File: src/rtl/vga_pkg.sv
// vga_pkg: shared 640x480 timing constants, colours and screen-region codes
package vga_pkg;

    localparam int VGA_H_VISIBLE = 640;
    localparam int VGA_H_FP      = 16;
    localparam int VGA_H_SYNC    = 96;
    localparam int VGA_H_BP      = 48;
    localparam int VGA_H_TOTAL   = VGA_H_VISIBLE + VGA_H_FP + VGA_H_SYNC + VGA_H_BP;

    localparam int VGA_V_VISIBLE = 480;
    localparam int VGA_V_FP      = 10;
    localparam int VGA_V_SYNC    = 2;
    localparam int VGA_V_BP      = 33;
    localparam int VGA_V_TOTAL   = VGA_V_VISIBLE + VGA_V_FP + VGA_V_SYNC + VGA_V_BP;

    localparam logic [11:0] COLOR_BLACK  = 12'h000;
    localparam logic [11:0] COLOR_WHITE  = 12'hFFF;
    localparam logic [11:0] COLOR_RED    = 12'hF00;
    localparam logic [11:0] COLOR_GREEN  = 12'h0F0;
    localparam logic [11:0] COLOR_BLUE   = 12'h00F;
    localparam logic [11:0] COLOR_YELLOW = 12'hFF0;

    typedef enum logic [2:0] {
        REGION_TOP,
        REGION_TILES_US,
        REGION_TILES_THEM,
        REGION_BOTTOM,
        REGION_ILLEGAL
    } region_t;

    localparam int REGION_Y_TOP    = 100;
    localparam int REGION_Y_BOTTOM = 420;
    localparam int REGION_X_SPLIT  = 320;

    // Classifies a raster position into the painter's screen regions.
    function automatic region_t region_of(input logic [9:0] x, input logic [9:0] y);
        return !(x < 10'(VGA_H_VISIBLE) && y < 10'(VGA_V_VISIBLE)) ? REGION_ILLEGAL :
               y < 10'(REGION_Y_TOP)     ? REGION_TOP    :
               y >= 10'(REGION_Y_BOTTOM) ? REGION_BOTTOM :
               x < 10'(REGION_X_SPLIT)   ? REGION_TILES_US : REGION_TILES_THEM;
    endfunction

endpackage

File: src/rtl/pixel_tick_div.sv
// pixel_tick_div: divides clk by CLK_DIV and emits a registered one-clk pix_tick
module pixel_tick_div #(
    parameter int CLK_DIV = 4
) (
    input  logic clk,
    input  logic reset_n,
    output logic tick_next,
    output logic pix_tick
);

    localparam int W = $clog2(CLK_DIV);

    logic [W-1:0] div;
    logic [W-1:0] div_n;

    // Next divider value; tick_next flags that pix_tick rises on the coming edge.
    always_comb begin
        div_n     = (div == W'(CLK_DIV - 1)) ? '0 : div + W'(1);
        tick_next = (div_n == W'(CLK_DIV - 1));
    end

    // Divider state and its registered tick.
    always_ff @(posedge clk) begin
        if (!reset_n) begin
            div      <= '0;
            pix_tick <= 1'b0;
        end else begin
            div      <= div_n;
            pix_tick <= tick_next;
        end
    end

endmodule

File: src/rtl/vga_timing_gen.sv
// vga_timing_gen: 640x480 raster counters and sync decode; `VGA_SYNC_ALIGN_EN delays syncs one pixel
module vga_timing_gen
    import vga_pkg::*;
#(
    parameter int CLK_DIV   = 4,
    parameter int H_VISIBLE = VGA_H_VISIBLE,
    parameter int H_FP      = VGA_H_FP,
    parameter int H_SYNC    = VGA_H_SYNC,
    parameter int H_BP      = VGA_H_BP,
    parameter int V_VISIBLE = VGA_V_VISIBLE,
    parameter int V_FP      = VGA_V_FP,
    parameter int V_SYNC    = VGA_V_SYNC,
    parameter int V_BP      = VGA_V_BP,
    parameter bit SYNC_POL  = 1'b0
) (
    input  logic       clk,
    input  logic       reset_n,
    output logic [9:0] pixel_x,
    output logic [9:0] pixel_y,
    output logic       vid_on,
    output logic       hsync,
    output logic       vsync,
    output logic       pix_tick,
    output logic       frame_start
);

    localparam int H_TOTAL  = H_VISIBLE + H_FP + H_SYNC + H_BP;
    localparam int V_TOTAL  = V_VISIBLE + V_FP + V_SYNC + V_BP;
    localparam int HS_START = H_VISIBLE + H_FP;
    localparam int HS_END   = HS_START + H_SYNC - 1;
    localparam int VS_START = V_VISIBLE + V_FP;
    localparam int VS_END   = VS_START + V_SYNC - 1;

    if (H_TOTAL > 1024 || V_TOTAL > 1024 || CLK_DIV < 2) begin : g_param_check
        $error("vga_timing_gen: totals must be <= 1024 and CLK_DIV >= 2");
    end

    logic       tick_next;
    logic [9:0] x_n;
    logic [9:0] y_n;
    logic [9:0] sync_x;
    logic [9:0] sync_y;
    logic       sync_en;
    logic       hs_act;
    logic       vs_act;

    pixel_tick_div #(.CLK_DIV(CLK_DIV)) u_div (
        .clk       (clk),
        .reset_n   (reset_n),
        .tick_next (tick_next),
        .pix_tick  (pix_tick)
    );

`ifdef VGA_SYNC_ALIGN_EN
    // Syncs sample the pixel being left, so they trail the counters by one pixel.
    assign sync_x  = pixel_x;
    assign sync_y  = pixel_y;
    assign sync_en = pix_tick;
`else
    assign sync_x  = x_n;
    assign sync_y  = y_n;
    assign sync_en = 1'b1;
`endif

    // Next raster position and sync windows.
    always_comb begin
        x_n    = pixel_x;
        y_n    = pixel_y;
        if (pix_tick) begin
            x_n = (pixel_x == 10'(H_TOTAL - 1)) ? '0 : pixel_x + 10'd1;
            if (pixel_x == 10'(H_TOTAL - 1))
                y_n = (pixel_y == 10'(V_TOTAL - 1)) ? '0 : pixel_y + 10'd1;
        end
        hs_act = (sync_x >= 10'(HS_START)) && (sync_x <= 10'(HS_END));
        vs_act = (sync_y >= 10'(VS_START)) && (sync_y <= 10'(VS_END));
    end

    // Output registers, all decoded from next-state counters so they align with pixel_x/pixel_y.
    always_ff @(posedge clk) begin
        if (!reset_n) begin
            pixel_x     <= '0;
            pixel_y     <= '0;
            vid_on      <= 1'b0;
            hsync       <= !SYNC_POL;
            vsync       <= !SYNC_POL;
            frame_start <= 1'b0;
        end else begin
            pixel_x     <= x_n;
            pixel_y     <= y_n;
            vid_on      <= (x_n < 10'(H_VISIBLE)) && (y_n < 10'(V_VISIBLE));
            frame_start <= tick_next && (x_n == '0) && (y_n == '0);
            if (sync_en) begin
                hsync <= hs_act ? SYNC_POL : !SYNC_POL;
                vsync <= vs_act ? SYNC_POL : !SYNC_POL;
            end
        end
    end

endmodule

File: config.mk
export PLATFORM = sky130hd
export DESIGN_NAME = vga_timing_gen
export DESIGN_NICKNAME = d
export VERILOG_FILES = /design/src/rtl/vga_pkg.sv /design/src/rtl/pixel_tick_div.sv /design/src/rtl/vga_timing_gen.sv
export SDC_FILE = /design/constraint.sdc
export NUM_CORES = 1
export LEC_CHECK = 0
export CAP_MARGIN = 20
export CORE_ASPECT_RATIO = 1.25
export CORE_MARGIN = 3
export CORE_UTILIZATION = 55
export DETAILED_ROUTE_END_ITERATION = 12
export PLACE_DENSITY = 0.82
export SYNTH_ARGS = -nofsm -noshare
export SYNTH_HDL_FRONTEND = slang
export SYNTH_SLANG_ARGS = --single-unit
File: constraint.sdc
create_clock -name clk -period 3.1 [get_ports clk]
set_input_delay 0.62 -clock clk [delete_from_list [all_inputs] [get_ports clk]]
set_output_delay 0.62 -clock clk [all_outputs]
set_load 0.02 [all_outputs]
==> flow_metrics.tcl <==
set metrics [dict create \
    outcome "complete, no violations" \
    netlist_area_um2 1640 \
    yosysTopAreaCellShare_pct 32.9 \
    worst_pin_slew_ns 0.644 \
    path_max_fanout 15 \
    dp_hpwl_um 2750 \
    synth_flop_cell "dfxtp_1" \
    slew_violations 0 \
    synthCells 200 \
    die_width_um 54.9 \
    critPathLaunch "pixel_x[0]" \
    p_int_mw 0.422 \
    yosysWarnings 0 \
    switching_share_pct 23.9 \
    area_growth_pct 15.9 \
    place.port_buffers 26 \
    cts_tree "built" \
    drtIter0Drc 55 \
    fmax_mhz 413 \
    end_kind "register" \
    ys_top_cells_by_area "dfxtp_1 (33%), nand2_1 (3.9%), ha_1 (3.8%), nand4_1 (3.8%), xnor2_1 (3.7%)" \
    synth_seq_area_share_pct 32.9 \
    vias 1495 \
    grt_max_degree 22 \
    grt_overflow_total 0 \
    multi_input_area_um2 1010 \
    boundaryPins 27 \
    dieArea_um2 3690 \
    antenna_found_initial 0 \
    insertion_delay_ns 0.33 \
    worst_ir_drop_vdd_uv 378 \
    n_fill_cell 246 \
    fin_nets 225 \
    hp-start "u_div.div[0]" \
    rrSetupSlack_ns 0.68 \
    cp.required_ns 3.36 \
    p_per_area_nw_per_um2 291 \
    maxSlewHeadroom_pct 56.7 \
    cts_buffers 3 \
    drc 0 \
    synth_commonest_cells "dfxtp_1 (27), nand2_1 (17), nor2_1 (11)" \
    total_leakage_power_nw 0.641 \
    initial_utilization_pct 59.6 \
    postCtsResizedCells 0 \
    comb_power_share_pct 6.7 \
    fin_skew_ns 0.00729 \
    die_y_um 67.1 \
    synth_seq_cells 27 \
    hold_end "u_div.div[0]" \
    setup_tns_ns 0 \
    first_pass_iters 4 \
    crit_arrival_ns 2.68 \
    r2r-end "frame_start" \
    worstSetupPathType "register to register" \
    wl_per_cell_um 14.7 \
    grt_use_total_pct 22.5 \
    htreeDepth 1 \
    regToRegStartpoint "pixel_x[0]" \
    grt_pass1_wl_um 6150 \
    postLayoutCoreUtil_pct 69.1 \
    synth_async_sr_flop_share_pct 0 \
    antennaDiodeCount 0 \
    syn_nets 207 \
    synth_edf_count 0 \
    grt_pass1_vias 1415 \
    cts_max_path_buffers 2 \
    fin_crit_ns 2.42 \
    row_count 21 \
    clockRootBuffer "clkbuf_4" \
    grt_setup_unrepaired "false" \
    cts_hold_buf 0 \
    r2r_cells 7 \
    gp_congestion 0.867 \
    yosys.area.top_type "dfxtp_1" \
    min_path_cells 1 \
    post_cts_buffers 0 \
    cp-start-kind "register" \
    antenna_left 0 \
    cts.sinks 27 \
    layout-drive-gt1-share_pct 7.83 \
    core_um2 2760 \
    wirelength_um 3690 \
    synthDistinctLibCells 49 \
    p_sw_mw 0.133 \
    clk_pin_slew_ns 0.15 \
    pwr-share-clk_pct 28.2 \
    viasPerCell 5.96 \
    hold_viol_final 0 \
    drv_cap 0 \
    syn_avg_cell_area_um2 8.22 \
    post-route-period-util_pct 78.2 \
    setup_viol 0 \
    yosysMostFrequentCell "dfxtp_1" \
    hold_path.class "register to register" \
    regArea_um2 541 \
    seq_power_share_pct 65.1 \
]
==> through the flow <==
step	hold WS, ns	area (um2)	instances	total power, mW	setup WS (ns)
floorplan	0.424	1640	200	0.391	0.928
global placement	0.431	1880	247	0.403	0.825
detailed placement	0.443	1880	247	0.406	0.732
CTS	0.462	1910	251	0.558	0.707
global route	0.489	1910	251	0.573	0.466
finish	0.457	1910	251	0.554	0.676
==> routing by layer <==
layer  up-vias  GRT usage [%]  share of wire [%]
li1        745              -                  -
met1       702           28.2                 44
met2        40           36.5                 50
met3         8           3.58                4.0
met4         0           10.9                2.2
met5         -              0                  0
==> worst max-delay path by stage <==
stage | endpoint | slack (ns) | depth (start not counted)
floorplan | frame_start | 0.93 | 7
global placement | frame_start | 0.83 | 7
detailed placement | frame_start | 0.73 | 7
CTS | frame_start | 0.71 | 7
global route | frame_start | 0.47 | 6
finish | frame_start | 0.68 | 7
==> worst max-delay path, stage by stage (launching register included) <==
cell and delay [ns]:
dfxtp_1 0.45, ha_1 0.25, and2_1 0.23, nand4_2 0.33
nor2_1 0.36, nand3_1 0.14, a221o_1 0.33, nor4b_2 0.26
==> cell families after synthesis <==
kind of cell,synth area share (%)
compound gates,13.3
xor+xnor,6.93
fa+ha+maj,3.81
buf+inv,5.78
flops,32.9
mux,0.609
simple gates,36.7
==> power groups by stage <==
| stage | clock (mW) | sequential [mW] | combinational (mW) |
|---|---|---|---|
| floorplan | 0 | 0.370 | 0.0207 |
| global placement | 0 | 0.367 | 0.0357 |
| detailed placement | 0 | 0.369 | 0.0375 |
| CTS | 0.159 | 0.361 | 0.0377 |
| global route | 0.169 | 0.362 | 0.0408 |
| finish | 0.157 | 0.361 | 0.0370 |
==> flip-flops by register name (all words and copies together), names as in the netlist <==
register	flops
pixel_y	10
u_div.pix_tick	1
u_div.div	2
vid_on	1
frame_start	1
hsync	1
pixel_x	10
vsync	1
==> final cells by class <==
class	instances	area share, %
Multi-Input combinational cell	154	52.9
Clock buffer	3	1.18
Inverter	5	0.985
Clock inverter	1	0.263
Sequential cell	27	28.4
Timing Repair Buffer	27	14.1
Tap cell	34	2.23
==> cell usage in the layout, fill, tap and decap left out, types with 2 or more instances in the layout <==
master           synthesis  routed
xnor2_1                  7       7
nand2_1                 17      17
or3_1                    4       4
xor2_1                   6       6
nor2_1                  11      11
nand3_1                 10      10
clkdlybuf4s50_1          0      26
nor4_1                   3       3
a31oi_1                  2       2
clkbuf_4                 0       3
inv_1                    5       5
and3_1                   2       2
or2_2                    4       4
a21boi_0                 2       2
nor3_1                   8       8
nor3b_1                  2       2
o21ai_0                  8       8
a21oi_1                  6       6
nand4_1                 10      10
and3b_1                  2       2
and2_1                   9       9
nor2b_1                  9       9
o211ai_1                 4       4
dfxtp_1                 27      27
ha_1                     5       5
Power figures use the tool's default switching activity.
